==> config.mk <==
export PLATFORM = sky130hd
export DESIGN_NAME = uart_tx_ctrl
export DESIGN_NICKNAME = d
export VERILOG_FILES = /design/src/rtl/uart_tx_ctrl.sv
export SDC_FILE = /design/constraint.sdc
export NUM_CORES = 1
export LEC_CHECK = 0
export BUFFER_PORTS_ARGS = -buffer_cell sky130_fd_sc_hd__buf_2
export CAP_MARGIN = 20
export CORE_MARGIN = 5
export CORE_UTILIZATION = 42
export DETAILED_ROUTE_END_ITERATION = 10
export HOLD_SLACK_MARGIN = 0.05
export MAX_ROUTING_LAYER = met4
export PLACE_DENSITY = 0.74
export REMOVE_ABC_BUFFERS = 1
export SETUP_SLACK_MARGIN = 0.1
export SLEW_MARGIN = 20
export SYNTH_ARGS = -nofsm -noshare
export SYNTH_HDL_FRONTEND = slang
export SYNTH_SLANG_ARGS = --single-unit
==> constraint.sdc <==
create_clock -name clk -period 2.7 [get_ports clk]
set_input_delay 0.27 -clock clk [delete_from_list [all_inputs] [get_ports clk]]
set_output_delay 0.27 -clock clk [all_outputs]
set_load 0.005 [all_outputs]
==> src/rtl/uart_tx_ctrl.sv <==
// UART transmit controller: formats a byte into a start/data/(parity)/stop frame and
// paces load/shift strobes for a downstream LSB-first parallel-to-serial shift register.
module uart_tx_ctrl #(
    parameter int unsigned CLKS_PER_BIT = 16,
    parameter int unsigned PARITY_EN    = 0,
    parameter int unsigned PARITY_ODD   = 0,
    localparam int unsigned FRAME_BITS  = 10 + PARITY_EN
) (
    input  logic                  clk,
    input  logic                  n_rst,
    input  logic                  tx_valid,
    input  logic [7:0]            tx_data,
    output logic                  tx_ready,
    output logic                  load_enable,
    output logic                  shift_enable,
    output logic [FRAME_BITS-1:0] parallel_out,
    output logic                  tx_busy,
    output logic                  frame_done
);

    localparam int unsigned CNT_W = $clog2(CLKS_PER_BIT);
    localparam logic [CNT_W-1:0] CNT_LAST = CNT_W'(CLKS_PER_BIT - 1);
    localparam logic [CNT_W-1:0] CNT_PRE  = CNT_W'(CLKS_PER_BIT - 2);
    localparam logic [3:0]       IDX_LAST = 4'(FRAME_BITS - 1);

    typedef enum logic [1:0] {
        IDLE,
        LOAD,
        SEND
    } state_t;

    state_t          state_q;
    logic [CNT_W-1:0] cnt_q;
    logic [3:0]       idx_q;
    logic [7:0]       data_q;
    logic             ready_q;
    logic             busy_q;
    logic             load_q;
    logic             shift_q;
    logic             done_q;
    logic [FRAME_BITS-1:0] frame;

    // Strobes are registered one cycle early (at CNT_PRE) so they are high exactly
    // while the counter sits at CNT_LAST.
    always_ff @(posedge clk or negedge n_rst) begin
        if (!n_rst) begin
            state_q <= IDLE;
            cnt_q   <= '0;
            idx_q   <= '0;
            data_q  <= 8'hFF;
            ready_q <= 1'b1;
            busy_q  <= 1'b0;
            load_q  <= 1'b0;
            shift_q <= 1'b0;
            done_q  <= 1'b0;
        end else begin
            load_q  <= 1'b0;
            shift_q <= 1'b0;
            done_q  <= 1'b0;
            case (state_q)
                IDLE: begin
                    if (tx_valid) begin
                        data_q  <= tx_data;
                        ready_q <= 1'b0;
                        busy_q  <= 1'b1;
                        load_q  <= 1'b1;
                        state_q <= LOAD;
                    end
                end
                LOAD: begin
                    cnt_q   <= '0;
                    idx_q   <= '0;
                    state_q <= SEND;
                end
                SEND: begin
                    if (cnt_q == CNT_LAST) begin
                        cnt_q <= '0;
                        if (idx_q == IDX_LAST) begin
                            state_q <= IDLE;
                            ready_q <= 1'b1;
                            busy_q  <= 1'b0;
                        end else begin
                            idx_q <= idx_q + 4'd1;
                        end
                    end else begin
                        cnt_q <= cnt_q + CNT_W'(1);
                        if (cnt_q == CNT_PRE) begin
                            shift_q <= (idx_q != IDX_LAST);
                            done_q  <= (idx_q == IDX_LAST);
                        end
                    end
                end
                default: state_q <= IDLE;
            endcase
        end
    end

    always_comb begin
        frame      = '1;
        frame[0]   = 1'b0;
        frame[8:1] = data_q;
        if (PARITY_EN != 0) begin
            frame[9] = (^data_q) ^ (PARITY_ODD != 0);
        end
    end

    assign parallel_out = busy_q ? frame : '1;
    assign tx_ready     = ready_q;
    assign tx_busy      = busy_q;
    assign load_enable  = load_q;
    assign shift_enable = shift_q;
    assign frame_done   = done_q;

endmodule

-- After elaboration in Yosys (flattened, before gate mapping)
Cells that the tools add are included.
Widths: inputs -> output; s select.
- register bits after elaboration: 23
- input bits: 11
- output and inout port bits: 15
- logic and storage cells: 54
- $add $sub $neg: 2
- equality and inequality tests: 10
- mux-type cells: 26
- reductions and logical operators: 7
- operators by type and width (cell ; number):
    $pmux 4 s2 ; 2
    $mux 1 ; 14
    $eq 4x4->1 const B ; 3
    $mux 4 ; 3
    $mux 9 ; 1
    $add 4x1->4 const B ; 2
    $ne 2x2->1 const B ; 4
    $mux 2 ; 3
    $pmux 2 s3 ; 1
    $reduce_and 3->1 ; 2
    $ne 4x4->1 const B ; 1
    $pmux 1 s2 ; 2
    $reduce_and 4->1 ; 1
    $reduce_bool 2->1 ; 2
    $eq 2x1->1 const B ; 1
    $eq 2x2->1 const B ; 1
    $logic_not 2->1 ; 1
    $reduce_and 2->1 ; 1

-- Depth between registers and ports, before layout
- depth in word-level cells: 4
- depth in mapped cells: 6
- mapped depth without buffers: 6

-- Worst setup path before layout
Ideal clock, no wire load.
- kind: reg2reg
- start: register cnt_q[1]
- end: register idx_q[2]
- arrival time: 1.325 ns
- setup slack: 1.254 ns
- stages on the path, launching flop included: 6
- path buffers: 0
- cell sequence: dfrtp_1 > ha_1 > and3_4 > nand2_2 > mux2_4 > a22o_1
- cells in the longest elaborated chain, start to end: 3
- RTL lines (what ; RTL line ; RTL):
    from (decl) ; 33 ; logic [CNT_W-1:0] cnt_q;
    from (signal assigned) ; 86 ; cnt_q <= cnt_q + CNT_W'(1);
    $eq 4x4->1 ; 76 ; if (cnt_q == CNT_LAST) begin
    $ne 2x2->1 (no line) ; n/a ;
    $reduce_and 3->1 (no line) ; n/a ;
    to (signal assigned) ; 83 ; idx_q <= idx_q + 4'd1;
    to (decl) ; 34 ; logic [3:0] idx_q;
Every way passes these cells.
A chain may end at the register's enable or synchronous reset.

-- Worst setup path after layout
Ends and elaborated chain as after synthesis.

==> flow_summary.toml <==
[run_status]
status = "finished, final reports clean"

[route]
drcViolationCount = 0
wl_per_cell_microns = 12.8
via_per_inst = 5.03
detail-route-antenna-nets = 0
vias = 845
drt_iter0_markers = 27
first_pass_iters = 4
wirelength_mm = 2.15

[floorplan]
num_rows = 19
start_util = 0.433
dieWidth_microns = 63.1
ios = 26
fp.dieArea_sq_um = 3980
coreArea_sq_um = 2730
die_y_microns = 63.1

[power_and_ir_drop]
total_power_w = 0.000509
powerDensity_nw_per_um2 = 373
vdd.ir_drop.worst_uv = 272
p_leak_nw = 0.644

[final_layout]
drive_gt1_frac = 0.350
diodes = 0
nets = 157
fillCellCount = 248
area_growth_pct = 15.2

[yosys]
syn_avg_cell_area_sq_um = 10.7
synth_edf_count = 0
ys_seq_elements = 23
synth_seq_area_share = 0.495
yosysWarnings = 0
synth_top_flop_cell = "dfrtp_1"
ys_types = 26
syn-cell-area_sq_um = 1180
async_flop_share = 1.00
syn_inst = 111

[clock_tree]
cts.reportedPaths.clkPinSlew_ns = 0.12
root_buffer = "clkbuf_4"
clk_latency_ns = 0.29
clockBufferDepth = 2
cts_max_level = 1
cts_num_sinks = 23
cts_tree = "yes"
cts_buffers = 3
cts_resized = 0
cts_setup_buffers = 0
ctsHoldBuffers = 1

[timing]
fmax_ghz = 0.637
tightestPinTransition_ns = 0.506
final.min_clock_period_ns = 1.57
fin_setup_tns_ns = 0
period_share = 0.582
hold_viol_final = 0
setup_viol = 0
finalMaxSlewViolations = 0
rsz0062_at_grt = "no"
finalClockSkew_ns = 0.00295
slew_headroom = 0.663

[critical_path]
rr_worst_depth = 5
cp_slowest_cell = "dfrtp_1"
crit_fanout = 6
critPathMaxStageDelay_ns = 0.43
worstPathArrival_ns = 1.77
crit_cells = 5
cpLargestDelayFamily = "flip-flops"
cp-start-kind = "flip-flop"
worstPathCellList = "ha_1 -> and3_4 -> nand2_2 -> mux2_4 -> a22o_1"
reg2reg_setup_slack_ns = 1.13
path_buf_inv = 0
worstSetupPathType = "reg -> reg"
required_ns = 2.90
endpoint_kind = "flip-flop"

[grt]
antenna_found_initial = 0
grt_start_max_net_pins = 24
grt_pass1_wl_mm = 3.87
grt_pass1_vias = 884
grt.total_usage = 0.120
overflow = 0

[placed_design]
gp_congestion = 0.798
io_buffers = 24
dp_hpwl_mm = 1.62

[min_path]
hold-path-cell-count = 2
hp-class = "in -> reg"

[job]
cap_violations = 0
[report_power, final]
part | switching, W | internal, W
registers | 0 | 0.000345
clock network | 0.0000916 | 0.0000574
logic | 0.00000869 | 0.00000626
[layout by cell type, fill, tap and decap left out, drive strengths merged, types with 6 or more instances in the layout]
| master | Yosys | final |
|---|---|---|
| nand2b | 9 | 9 |
| ha | 8 | 8 |
| inv | 11 | 11 |
| o21ai | 8 | 8 |
| dfstp | 9 | 9 |
| nand2 | 6 | 6 |
| buf | 1 | 24 |
| mux2 | 9 | 9 |
| dfrtp | 14 | 14 |
| a21oi | 7 | 7 |
| nor2 | 6 | 6 |
[per-layer routing]
| layer | up-vias | GRT usage | part of all wire |
|---|---|---|---|
| li1 | 423 | - | - |
| met1 | 408 | 0.139 | 0.44 |
| met2 | 12 | 0.206 | 0.50 |
| met3 | 2 | 0.0195 | 0.038 |
| met4 | 0 | 0.0477 | 0.016 |
| met5 | - | - | 0 |
[final cells by class]
cell class | instances | area [sq um] | share of cell area
Tap cell | 31 | 38.8 | 0.0284
Sequential cell | 23 | 587 | 0.430
Multi-Input combinational cell | 74 | 542 | 0.397
Timing Repair Buffer | 25 | 130 | 0.0953
Inverter | 11 | 41.3 | 0.0302
Clock buffer | 4 | 26.3 | 0.0192
[worst paths after layout]
kind | endpoint | startpoint
worst min-delay path | data_q[5] | tx_data[5]
worst max register to register | idx_q[2] | cnt_q[1]
min in group asynchronous | cnt_q[1] | n_rst
worst min register to register | tx_ready | tx_ready
worst max-delay path | idx_q[2] | cnt_q[1]
max in group asynchronous | data_q[4] | n_rst
[registers in the layout, summed over array words and instances, names as in the netlist]
name,cells
shift_enable,1
frame_done,1
tx_ready,1
tx_busy,1
cnt_q,4
idx_q,4
data_q,8
load_enable,1
state_q,2
[cells in the mapped netlist, types with 2 or more instances]
cell type | number | share of area
dfstp_2 | 9 | 0.20
dfrtp_1 | 14 | 0.30
nand2_1 | 5 | 0.016
o21ai_0 | 7 | 0.030
a21oi_1 | 7 | 0.030
xnor2_1 | 2 | 0.015
a22o_1 | 4 | 0.030
clkbuf_1 | 2 | 0.0063
mux2_2 | 8 | 0.076
nand4_1 | 3 | 0.016
nand3_1 | 3 | 0.013
nand3b_1 | 3 | 0.019
nand2b_1 | 9 | 0.048
ha_1 | 8 | 0.084
inv_1 | 11 | 0.035
nor2_1 | 6 | 0.019
[logic make-up (layout without fill, tap and decap cells)]
kind of cell             after synthesis  in the layout  share of synthesized area
AO/OA/AOI/OAI                         22             22                      0.116
XOR/XNOR                               2              2                     0.0148
adder cells (fa/ha/maj)                8              8                     0.0845
buffers and inverters                 14             40                     0.0475
flip-flops                            23             23                      0.495
multiplexers                           9              9                     0.0887
other                                  1              1                    0.00316
AND/OR/NAND/NOR                       32             32                      0.150
[stage by stage]
| stage | hold slack, ns | setup slack [ns] | cells | util | instance area [sq um] |
|---|---|---|---|---|---|
| final | 0.203 | 1.13 | 168 | 0.499 | 1370 |
| after global routing | 0.170 | 1.02 | 168 | 0.499 | 1370 |
| after CTS | 0.192 | 1.13 | 168 | 0.499 | 1370 |
| after detailed placement | 0.269 | 1.14 | 163 | 0.486 | 1330 |
| after global placement | 0.266 | 1.22 | 163 | 0.486 | 1330 |
| after floorplan | -0.0256 | 1.25 | 108 | - | 1170 |
No activity file was read; power rests on OpenSTA's default activity.
